<file path="src/rtl/float_to_int_pkg.sv">
// Single-precision float constants and classification shared by the float pipeline stages.
package float_to_int_pkg;

    localparam int BIAS    = 127;
    localparam int EXP_MAX = 255;
    localparam int MANT_W  = 23;

    localparam logic [31:0] INT_MIN = 32'h8000_0000;
    localparam logic [31:0] INT_MAX = 32'h7FFF_FFFF;

    localparam logic [7:0] EXP_BIAS    = 8'(BIAS);
    localparam logic [7:0] EXP_SAT     = 8'(BIAS + 31);
    localparam logic [7:0] EXP_NOSHIFT = 8'(BIAS + MANT_W);
    localparam logic [7:0] EXP_SPECIAL = 8'(EXP_MAX);

    typedef enum logic [2:0] {
        CLS_NORMAL = 3'd0,
        CLS_SMALL  = 3'd1,
        CLS_BIG    = 3'd2,
        CLS_INF    = 3'd3,
        CLS_NAN    = 3'd4
    } fp_class_t;

    // SMALL folds zero, denormals and |x|<1; BIG is anything at or beyond 2^31.
    function automatic fp_class_t classify(input logic [7:0] exp, input logic [MANT_W-1:0] frac);
        fp_class_t cls;
        if (exp == EXP_SPECIAL) begin
            cls = (frac != {MANT_W{1'b0}}) ? CLS_NAN : CLS_INF;
        end else if (exp < EXP_BIAS) begin
            cls = CLS_SMALL;
        end else if (exp >= EXP_SAT) begin
            cls = CLS_BIG;
        end else begin
            cls = CLS_NORMAL;
        end
        return cls;
    endfunction

endpackage

</file>
<file path="src/rtl/float_to_int_if.sv">
// Float-in / integer-out stream bundle with valid/ready on both sides.
interface float_to_int_if;

    logic [31:0] in_a;
    logic        in_valid;
    logic        in_ready;
    logic [31:0] out_z;
    logic        out_valid;
    logic        out_ready;
    logic        out_invalid;
    logic        out_overflow;
    logic        out_inexact;

    modport slave (
        input  in_a, in_valid, out_ready,
        output in_ready, out_z, out_valid, out_invalid, out_overflow, out_inexact
    );

    modport master (
        output in_a, in_valid, out_ready,
        input  in_ready, out_z, out_valid, out_invalid, out_overflow, out_inexact
    );

endinterface

</file>
<file path="src/rtl/float_to_int_pipe_stage_ctl.sv">
// Valid bit and load/advance control for one elastic pipeline register stage.
module float_to_int_pipe_stage_ctl (
    input  logic clk,
    input  logic rst_n,
    input  logic up_valid,
    input  logic dn_load,
    output logic load,
    output logic take,
    output logic valid
);

    logic valid_r;

    // A stage can load when it is empty or its content leaves this cycle.
    always_comb begin
        load = !valid_r || dn_load;
        take = load && up_valid;
    end

    // Stage occupancy.
    always_ff @(posedge clk or negedge rst_n) begin
        if (!rst_n) begin
            valid_r <= 1'b0;
        end else if (load) begin
            valid_r <= up_valid;
        end
    end

    assign valid = valid_r;

endmodule

</file>
<file path="src/rtl/float_to_int.sv">
// Three-stage float32 to int32 converter: truncates toward zero, saturates and flags exceptions.
module float_to_int
    import float_to_int_pkg::*;
#(
    parameter logic [31:0] NAN_RESULT = 32'h8000_0000,
    parameter bit          FLAG_EN    = 1'b1
) (
    input  logic           clk,
    input  logic           rst_n,
    float_to_int_if.slave  bus
);

    logic s1_load_s, s1_take_s, s1_valid_s;
    logic s2_load_s, s2_take_s, s2_valid_s;
    logic s3_load_s, s3_take_s, s3_valid_s;

    float_to_int_pipe_stage_ctl u_s1_ctl (
        .clk(clk), .rst_n(rst_n), .up_valid(bus.in_valid), .dn_load(s2_load_s),
        .load(s1_load_s), .take(s1_take_s), .valid(s1_valid_s)
    );
    float_to_int_pipe_stage_ctl u_s2_ctl (
        .clk(clk), .rst_n(rst_n), .up_valid(s1_valid_s), .dn_load(s3_load_s),
        .load(s2_load_s), .take(s2_take_s), .valid(s2_valid_s)
    );
    float_to_int_pipe_stage_ctl u_s3_ctl (
        .clk(clk), .rst_n(rst_n), .up_valid(s2_valid_s), .dn_load(bus.out_ready),
        .load(s3_load_s), .take(s3_take_s), .valid(s3_valid_s)
    );

    assign bus.in_ready  = s1_load_s;
    assign bus.out_valid = s3_valid_s;

    // ---------------- S1: unpack and classify ----------------
    logic                in_sign_s;
    logic [7:0]          in_exp_s;
    logic [MANT_W-1:0]   in_frac_s;
    fp_class_t           in_cls_s;
    logic                in_nz_s;
    logic                in_min_s;

    logic                s1_sign_r;
    logic [7:0]          s1_exp_r;
    logic [MANT_W:0]     s1_mant_r;
    fp_class_t           s1_cls_r;
    logic                s1_nz_r;
    logic                s1_min_r;

    // Field split; in_min_s marks exactly -2^31, the one BIG value that fits.
    always_comb begin
        in_sign_s = bus.in_a[31];
        in_exp_s  = bus.in_a[30:MANT_W];
        in_frac_s = bus.in_a[MANT_W-1:0];
        in_cls_s  = classify(in_exp_s, in_frac_s);
        in_nz_s   = (in_exp_s != 8'd0) || (in_frac_s != {MANT_W{1'b0}});
        in_min_s  = in_sign_s && (in_exp_s == EXP_SAT) && (in_frac_s == {MANT_W{1'b0}});
    end

    // S1 register.
    always_ff @(posedge clk or negedge rst_n) begin
        if (!rst_n) begin
            s1_sign_r <= 1'b0;
            s1_exp_r  <= 8'd0;
            s1_mant_r <= {(MANT_W+1){1'b0}};
            s1_cls_r  <= CLS_NORMAL;
            s1_nz_r   <= 1'b0;
            s1_min_r  <= 1'b0;
        end else if (s1_take_s) begin
            s1_sign_r <= in_sign_s;
            s1_exp_r  <= in_exp_s;
            s1_mant_r <= {(in_exp_s != 8'd0), in_frac_s};
            s1_cls_r  <= in_cls_s;
            s1_nz_r   <= in_nz_s;
            s1_min_r  <= in_min_s;
        end
    end

    // ---------------- S2: align mantissa to integer ----------------
    logic [31:0] m_ext_s;
    logic [7:0]  shl_s;
    logic [7:0]  shr_s;
    logic [31:0] mag_s;
    logic        lost_s;
    logic        s2_inexact_s;

    logic        s2_sign_r;
    fp_class_t   s2_cls_r;
    logic [31:0] s2_mag_r;
    logic        s2_inexact_r;
    logic        s2_min_r;

    // Shift the 24-bit significand so bit 0 has weight 1; bits dropped on the right are the inexact fraction.
    always_comb begin
        m_ext_s = {{(31-MANT_W){1'b0}}, s1_mant_r};
        shl_s   = s1_exp_r - EXP_NOSHIFT;
        shr_s   = EXP_NOSHIFT - s1_exp_r;
        if (s1_exp_r >= EXP_NOSHIFT) begin
            mag_s  = m_ext_s << shl_s;
            lost_s = 1'b0;
        end else begin
            mag_s  = m_ext_s >> shr_s;
            lost_s = |(m_ext_s & ((32'd1 << shr_s) - 32'd1));
        end
        case (s1_cls_r)
            CLS_NORMAL: s2_inexact_s = lost_s;
            CLS_SMALL:  s2_inexact_s = s1_nz_r;
            default:    s2_inexact_s = 1'b0;
        endcase
    end

    // S2 register.
    always_ff @(posedge clk or negedge rst_n) begin
        if (!rst_n) begin
            s2_sign_r    <= 1'b0;
            s2_cls_r     <= CLS_NORMAL;
            s2_mag_r     <= 32'd0;
            s2_inexact_r <= 1'b0;
            s2_min_r     <= 1'b0;
        end else if (s2_take_s) begin
            s2_sign_r    <= s1_sign_r;
            s2_cls_r     <= s1_cls_r;
            s2_mag_r     <= mag_s;
            s2_inexact_r <= s2_inexact_s;
            s2_min_r     <= s1_min_r;
        end
    end

    // ---------------- S3: sign, saturate, flag ----------------
    logic [31:0] z_s;
    logic        inv_s;
    logic        ovf_s;
    logic        inx_s;

    logic [31:0] out_z_r;
    logic        out_invalid_r;
    logic        out_overflow_r;
    logic        out_inexact_r;

    // Final result per class; at most one flag is raised for any input.
    always_comb begin
        z_s   = 32'd0;
        inv_s = 1'b0;
        ovf_s = 1'b0;
        inx_s = 1'b0;
        case (s2_cls_r)
            CLS_NORMAL: begin
                z_s   = s2_sign_r ? (32'd0 - s2_mag_r) : s2_mag_r;
                inx_s = s2_inexact_r;
            end
            CLS_SMALL: begin
                z_s   = 32'd0;
                inx_s = s2_inexact_r;
            end
            CLS_BIG: begin
                if (s2_min_r) begin
                    z_s = INT_MIN;
                end else begin
                    z_s   = s2_sign_r ? INT_MIN : INT_MAX;
                    ovf_s = 1'b1;
                end
            end
            CLS_INF: begin
                z_s   = s2_sign_r ? INT_MIN : INT_MAX;
                inv_s = 1'b1;
            end
            CLS_NAN: begin
                z_s   = NAN_RESULT;
                inv_s = 1'b1;
            end
            default: begin
                z_s = 32'd0;
            end
        endcase
    end

    // S3 register; it only reloads when empty or drained, which keeps a stalled output stable.
    always_ff @(posedge clk or negedge rst_n) begin
        if (!rst_n) begin
            out_z_r        <= 32'd0;
            out_invalid_r  <= 1'b0;
            out_overflow_r <= 1'b0;
            out_inexact_r  <= 1'b0;
        end else if (s3_take_s) begin
            out_z_r        <= z_s;
            out_invalid_r  <= inv_s && FLAG_EN;
            out_overflow_r <= ovf_s && FLAG_EN;
            out_inexact_r  <= inx_s && FLAG_EN;
        end
    end

    assign bus.out_z        = out_z_r;
    assign bus.out_invalid  = out_invalid_r;
    assign bus.out_overflow = out_overflow_r;
    assign bus.out_inexact  = out_inexact_r;

endmodule

</file>
<file path="src/flat_wrapper.sv">
// flat-port wrapper written by rule: the top's interface ports become plain ports
module float_to_int_flat import float_to_int_pkg::*;
#(
    parameter logic [31:0] NAN_RESULT = 32'h8000_0000,
    parameter bit          FLAG_EN    = 1'b1
)
  (clk, rst_n, bus_in_a, bus_in_valid, bus_out_ready, bus_in_ready, bus_out_z, bus_out_valid, bus_out_invalid, bus_out_overflow, bus_out_inexact);
  float_to_int_if bus_i ();
  input  logic clk;
  input  logic rst_n;
  input wire logic [$bits(bus_i.in_a)-1:0] bus_in_a;
  input wire logic [$bits(bus_i.in_valid)-1:0] bus_in_valid;
  input wire logic [$bits(bus_i.out_ready)-1:0] bus_out_ready;
  output wire logic [$bits(bus_i.in_ready)-1:0] bus_in_ready;
  output wire logic [$bits(bus_i.out_z)-1:0] bus_out_z;
  output wire logic [$bits(bus_i.out_valid)-1:0] bus_out_valid;
  output wire logic [$bits(bus_i.out_invalid)-1:0] bus_out_invalid;
  output wire logic [$bits(bus_i.out_overflow)-1:0] bus_out_overflow;
  output wire logic [$bits(bus_i.out_inexact)-1:0] bus_out_inexact;
  assign bus_i.in_a = bus_in_a;
  assign bus_i.in_valid = bus_in_valid;
  assign bus_i.out_ready = bus_out_ready;
  assign bus_in_ready = bus_i.in_ready;
  assign bus_out_z = bus_i.out_z;
  assign bus_out_valid = bus_i.out_valid;
  assign bus_out_invalid = bus_i.out_invalid;
  assign bus_out_overflow = bus_i.out_overflow;
  assign bus_out_inexact = bus_i.out_inexact;
  float_to_int #(.NAN_RESULT(NAN_RESULT), .FLAG_EN(FLAG_EN)) u_core (.clk(clk), .rst_n(rst_n), .bus(bus_i));
endmodule
</file>
<file path="config.mk">
export PLATFORM = sky130hd
export DESIGN_NAME = float_to_int_flat
export DESIGN_NICKNAME = d
export VERILOG_FILES = /design/src/rtl/float_to_int_pkg.sv /design/src/rtl/float_to_int_if.sv /design/src/rtl/float_to_int_pipe_stage_ctl.sv /design/src/rtl/float_to_int.sv /design/src/flat_wrapper.sv
export SDC_FILE = /design/constraint.sdc
export NUM_CORES = 1
export LEC_CHECK = 0
export BUFFER_PORTS_ARGS = -buffer_cell sky130_fd_sc_hd__buf_2
export CORE_UTILIZATION = 56
export CTS_BUF_LIST = sky130_fd_sc_hd__clkbuf_4 sky130_fd_sc_hd__clkbuf_8
export CTS_CLUSTER_DIAMETER = 150
export CTS_CLUSTER_SIZE = 30
export DETAILED_ROUTE_END_ITERATION = 7
export PLACE_DENSITY_LB_ADDON = 0.3
export SYNTH_ARGS = -nofsm -noshare
export SYNTH_HDL_FRONTEND = slang
export SYNTH_SLANG_ARGS = --single-unit
</file>
<file path="constraint.sdc">
create_clock -name clk -period 4.3 [get_ports clk]
set_clock_uncertainty 0.1 [all_clocks]
set_input_delay 0.43 -clock clk [delete_from_list [all_inputs] [get_ports clk]]
set_output_delay 0.43 -clock clk [all_outputs]
set_load 0.1 [all_outputs]
</file>
# Word-level counts from Yosys, hierarchy flattened
# Index checks and enable logic that the tools add are counted.
# classes
eq_ne	7
magnitude_cmp	3
n_mux	15
bitwise_logic	1
addsub	4
reduce_logical	20
n_shift	3
# ops
op	n
$mux W32	4
$pmux W32 S4	1
$and A24 B32 Y32	1
$reduce_or A32 Y1	1
$shl A1 B8 Y32 const A	1
$shl A24 B8 Y32	1
$shr A24 B8 Y32	1
$sub A1 B32 Y32 const A	1
$sub A32 B1 Y32 const B	1
$logic_not A23 Y1	1
$reduce_bool A23 Y1	1
$eq A8 B8 Y1 const B	2
$ge A8 B8 Y1 const B	2
$lt A8 B7 Y1 const B	1
$reduce_bool A8 Y1	1
$sub A8 B8 Y8 const A	1
$sub A8 B8 Y8 const B	1
$eq A3 B1 Y1 const B	2
$eq A3 B2 Y1 const B	2
$logic_not A3 Y1	2
$mux W3	2
$logic_and A1 B1 Y1	5
$mux W1	5
$logic_or A1 B1 Y1	4
5 further kinds	9
# word_totals
wordCells	71
out_inout_bits	37
reg_bits	114
input_bits	36

# Logic depth before layout (Yosys ltp)
# logic_depth
word_depth	7
ltp_mapped	18

# Hierarchy
# From an unflattened synthesis, not the netlist that was laid out.
# hier_totals
cells_unflattened	1076
area_unflattened_um2	8879.8
# by_module_without_submodules
module	seq_area_each_um2	area_each_um2	n_inst	cells_each
float_to_int	2777.7	8718.4	1	1064
float_to_int_pipe_stage_ctl	25.0	53.8	3	4

# Worst setup path after synthesis
# OpenSTA, ideal clock, no wires.
# synth_path
kind	reg2reg
startpoint	register u_core.s1_exp_r[0]
endpoint	register u_core.s2_inexact_r
n_path_buf	5
t_arrival_ps	4285
path_slack_ps	-223
required_ps	4062
stages_incl_launch_ff	19
period_less_slack_ps	4523
setup_ps	138
cell_sequence	dfrtp_1 buf_2 inv_1 clkbuf_1 ha_1 buf_1 clkbuf_1 clkbuf_1 or4_1 ha_1 nor2b_1 a311o_1 a21oi_1 o211ai_1 nor4bb_1 nand4_1 a2111o_1 a2111oi_2 a31oi_1
# synth_via
elab_chain_cells	7
elab_cells_between_ends	8
classes_between	add/sub: 2; order compare: 1; shift: 1; mux: 2; bitwise: 1; reduce/logical: 1
# synth_lines
item	line_no	rtl
start, declared	float_to_int.sv:42	logic [7:0] s1_exp_r;
start signal, assigned	float_to_int.sv:69	s1_exp_r <= in_exp_s;
$sub A8 B8 Y8	float_to_int.sv:95	shr_s = EXP_NOSHIFT - s1_exp_r;
$shl A1 B8 Y32	float_to_int.sv:101	lost_s = |(m_ext_s & ((32'd1 << shr_s) - 32'd1));
$sub A32 B1 Y32	float_to_int.sv:101	
$and A24 B32 Y32	float_to_int.sv:101	
$reduce_or A32 Y1	float_to_int.sv:101	
$mux W1 (*)	float_to_int.sv:96	if (s1_exp_r >= EXP_NOSHIFT) begin
$pmux W1 S2 (*)	float_to_int.sv:103	case (s1_cls_r)
end signal, assigned	float_to_int.sv:122	s2_inexact_r <= s2_inexact_s;
end, declared	float_to_int.sv:88	logic s2_inexact_r;
# Every way passes the cells marked *; elsewhere a longest branch is shown, timed or not.
# A chain may end at the register's enable or synchronous reset.

# Final worst setup path
# layout_path
startpoint	register u_core.s1_exp_r[1]
endpoint	register u_core.s2_inexact_r
# The elaborated chain is that of the path after synthesis.

==> summary.txt <==
STA
  – Slew HR: 19.0%
  – Count of final setup violators: 0
  – Final period util: 94.3%
  – Fin Hold WS: 0.106 ns
  – Setup WS post-layout: between 0.2 and 0.25 ns
  – FMAX: 247 MHz
  – Slew Limit Fails: 0
  – Worst slew pin tran: ~1.2 ns
  – Min Tclk post-route: 4.05 ns
  – Final Hold Fails: 0
  – Setup TNS: 0 ns
  – RSZ-0062 raised after global routing: no

Worst setup path
  – Crit. End Element: flip-flop
  – Reg2Reg Setup Slack: 0.25 ns
  – Worst r2r src: u_core.s1_exp_r[1]$_DFFE_PN0P_
  – WP data arrival: 4.29 ns
  – Critical Path RT: 4.53 ns
  – Reg2Reg Depth: 15
  – Critical path type: reg2reg
  – Worst Setup EP: u_core.s2_inexact_r$_DFFE_PN0P_
  – First element of the critical path: u_core.s1_exp_r[1]$_DFFE_PN0P_
  – CP startpoint kind: flip-flop
  – Crit-path max FO: 8
  – Reg2reg end: u_core.s2_inexact_r$_DFFE_PN0P_

Route
  – DR WL/cell: 19.1 um
  – DRT antenna net count: 0
  – DRC violations left: 0
  – Detailed Route Iter0 Violations: 703
  – Post-Route WL: 25.3 mm
  – Via density: approximately 6.4
  – Drt pass-1 iters: 7
  – Via count: 8453

Clock network
  – Root buffer cell: clkbuf_8
  – H-tree Lvls: 4
  – CTS Buf Count: 17
  – Longest Clk Path Bufs: 2
  – CTS clk-pin slew, worst paths: 0.09 ns
  – CTS sink cnt: 114
  – Insertion delay to the later sink of the worst-skew pair: 0.46 ns
  – Post-CTS Setup Inserts: 0
  – CTS tree: built

Yosys
  – Register area share after synthesis: 31.5%
  – Distinct cells, synth: a little under 80
  – Number of synthesized register bits: ~110
  – Syn_nets: 1092
  – Ys async rst share: 100%
  – Syn. warnings: 0
  – Most common flop cell mapped by yosys: dfrtp_1
  – Post-Syn Area: 0.00904 mm^2
  – Mapped Avg Cell Area: 8.61 um^2
  – Synthesized instance count: 1050
  – Post-synth EDFFs: 0

Cells and area
  – Diode count: 0
  – Final Non-Filler Cells: 1323
  – Area grow syn2layout: 11.5%
  – Layout Nets: 1136
  – Share of layout cells above drive strength 1: 20.8%

Power and ir drop
  – Leak pwr: 4.30 nW
  – Flop pwr share: 27.0%
  – Int Power: 2.86 mW
  – Peak supply drop: around 0.42 mV
  – Total power: just under 6 mW
  – Clock Power Share: 18.6%
  – Total power per unit cell area: 580 mW/mm^2
  – NetSw: 2.98 mW
  – Comb pwr share: a little over half
  – Switching share of power: 51.0%

Placed design
  – Post-DP HPWL: 18.4 mm
  – Routability Congestion: 0.970
  – Port buffer count: between 70 and 80
  – Setup slack at placement: 0.276 ns
  – Placed insts: roughly 1300

Die
  – Core box area: between 0.015 and 0.02 mm^2
  – Die height: 129 um
  – Site row count: 46
  – Starting density of the core: 57.1%
  – I/O pin total: 73
  – Die width: 129 um
  – Die area: 0.0167 mm^2

Job
  – Max-cap violations: 0

Worst hold path
  – Worst hold path class: in2reg
  – Hold Crit Depth: 2

Global route
  – Vias in the first global route: about 7700
  – Grt ovf: 0
  – Initial antenna violation count: 0
  – GRT Util Overall: about a third
  – First-pass GRT wire length: 41.0 mm
  – Largest net degree at the start of global routing: 81

Run status
  – Status: complete, no violations
power by group through the flow:
| stage | Combinational [mW] | Sequential, mW | Clock, mW |
|---|---|---|---|
| after floorplan | 1.71 | 2.34 | 0 |
| after global placement | 3.11 | 1.58 | 0 |
| after detailed placement | 3.14 | 1.59 | 0 |
| after CTS | 3.15 | 1.57 | 1.12 |
| after global routing | 3.41 | 1.61 | 1.16 |
| final | 3.18 | 1.58 | 1.09 |
cell families (layout without fill, tap and decap cells):
group,after synthesis,count (layout),share of synthesized area (%)
XOR/XNOR,46,46,4.61
buffers and inverters,95,152,4.21
AND/OR/NAND/NOR,344,344,18.0
multiplexers,126,126,16.8
adder cells (fa/ha/maj),6,6,0.830
flip-flops,114,114,31.5
AO/OA/AOI/OAI,319,319,24.0
repair_timing:
action,in CTS,in global routing
hold buffers,1,0
endpoints found under the hold margin,17,0
endpoints found under the setup margin,0,1
resized for setup,0,3
registers in the layout, indices dropped and copies added (netlist names), 3 cells and up:
| register | cells |
|---|---|
| u_core.s1_cls_r | 3 |
| u_core.bus.out_z | 32 |
| u_core.s2_cls_r | 3 |
| u_core.s2_mag_r | 32 |
| u_core.s1_mant_r | 24 |
| u_core.s1_exp_r | 8 |
how the worst min path moves through the flow:
| stage | endpoint | from | slack [ns] |
|---|---|---|---|
| 2_1_floorplan | u_core.bus.out_inexact$_DFFE_PN0P_ | rst_n | 0.03 |
| 3_3_place_gp | u_core.bus.out_invalid$_DFFE_PN0P_ | rst_n | 0.21 |
| 3_5_place_dp | u_core.bus.out_z[30]$_DFFE_PN0P_ | rst_n | 0.21 |
| 4_1_cts | u_core.u_s1_ctl.valid$_DFFE_PN0N_ | bus_in_valid | 0.07 |
| 5_1_grt | u_core.s1_mant_r[9]$_DFFE_PN0P_ | bus_in_a[9] | 0.1 |
| 6_report | u_core.u_s1_ctl.valid$_DFFE_PN0N_ | bus_in_valid | 0.11 |
final cells by class:
type	count	area, um^2
clock buffer	18	248
clock inverter	14	178
fill	1349	5750
inverter	9	33.8
multi-input combinational	841	5840
sequential	114	2860
tap	216	270
timing repair buffer	111	658
worst max-delay path: stages, from the launching register on:
cell       delay, ns
dfrtp_2         0.46
ha_1            0.24
and2b_1         0.23
nor4b_1         0.39
nor3_2          0.09
or4_1           0.49
ha_1            0.29
nor2b_1         0.04
a311o_1         0.30
a21oi_1         0.13
o211ai_1        0.11
nor4bb_1        0.27
nand4_1         0.13
a2111o_1        0.31
a2111oi_2       0.22
a31oi_1         0.13
layout by cell type (no fill, tap or decap), drive strengths merged, types with 4 or more instances in the layout:
cell type / Yosys / final
nand2b: 13 / 13
a221oi: 9 / 9
a31oi: 12 / 12
o41ai: 8 / 8
or3: 7 / 7
or4: 6 / 6
nor4: 15 / 15
o31ai: 16 / 16
a211oi: 9 / 9
o22ai: 5 / 5
xnor2: 15 / 15
mux2: 47 / 47
o21a: 9 / 9
and3: 4 / 4
and2: 5 / 5
ha: 6 / 6
xor2: 30 / 30
nor2: 87 / 87
o21ai: 102 / 102
buf: 26 / 110
or2: 5 / 5
clkinv: 1 / 7
nor3: 27 / 27
nand3: 15 / 15
dfrtp: 114 / 114
a211o: 5 / 5
a22oi: 7 / 7
mux4: 16 / 16
nand2: 128 / 128
nor2b: 12 / 12
a21oi: 52 / 52
inv: 8 / 12
o221ai: 6 / 6
a22o: 35 / 35
mux2i: 63 / 63
clkbuf: 60 / 18
a21o: 5 / 5
nand4: 6 / 6
o211ai: 14 / 14
synthesized netlist by cell type, types with 8 or more instances:
cell | n | area (um^2)
a21oi_1 | 51 | 255
a221oi_1 | 9 | 78.8
a22o_1 | 35 | 307
a31oi_1 | 12 | 75.1
buf_1 | 16 | 60.1
clkbuf_1 | 60 | 225
dfrtp_1 | 114 | 2850
inv_1 | 8 | 30.0
mux2_2 | 47 | 529
mux2i_1 | 63 | 631
mux4_2 | 16 | 360
nand2_1 | 128 | 480
nand2b_1 | 13 | 81.3
nand3_1 | 15 | 75.1
nor2_1 | 87 | 327
nor2b_1 | 12 | 75.1
nor3_1 | 25 | 125
nor4_1 | 14 | 87.6
o211ai_1 | 14 | 105
o21a_1 | 9 | 67.6
o21ai_0 | 95 | 475
o31ai_1 | 16 | 120
xnor2_1 | 15 | 131
xor2_1 | 30 | 263
layer usage:
layer	up-vias	track usage [%]	routed length, um	part of all wire, %
met5	-	0	0	0
met4	0	14.5	1010	4.0
met3	88	6.40	1710	6.8
met2	378	50.7	11600	46
met1	3965	42.0	11000	43
li1	4022	-	-	-
metrics by stage:
step	utilization (%)	area, um^2
5_1_grt	63.7	10100
4_1_cts	63.6	10100
3_5_place_dp	60.9	9640
3_3_place_gp	60.9	9640
6_report	63.7	10100
2_1_floorplan	-	9050
No activity file was read; power rests on OpenSTA's default activity.
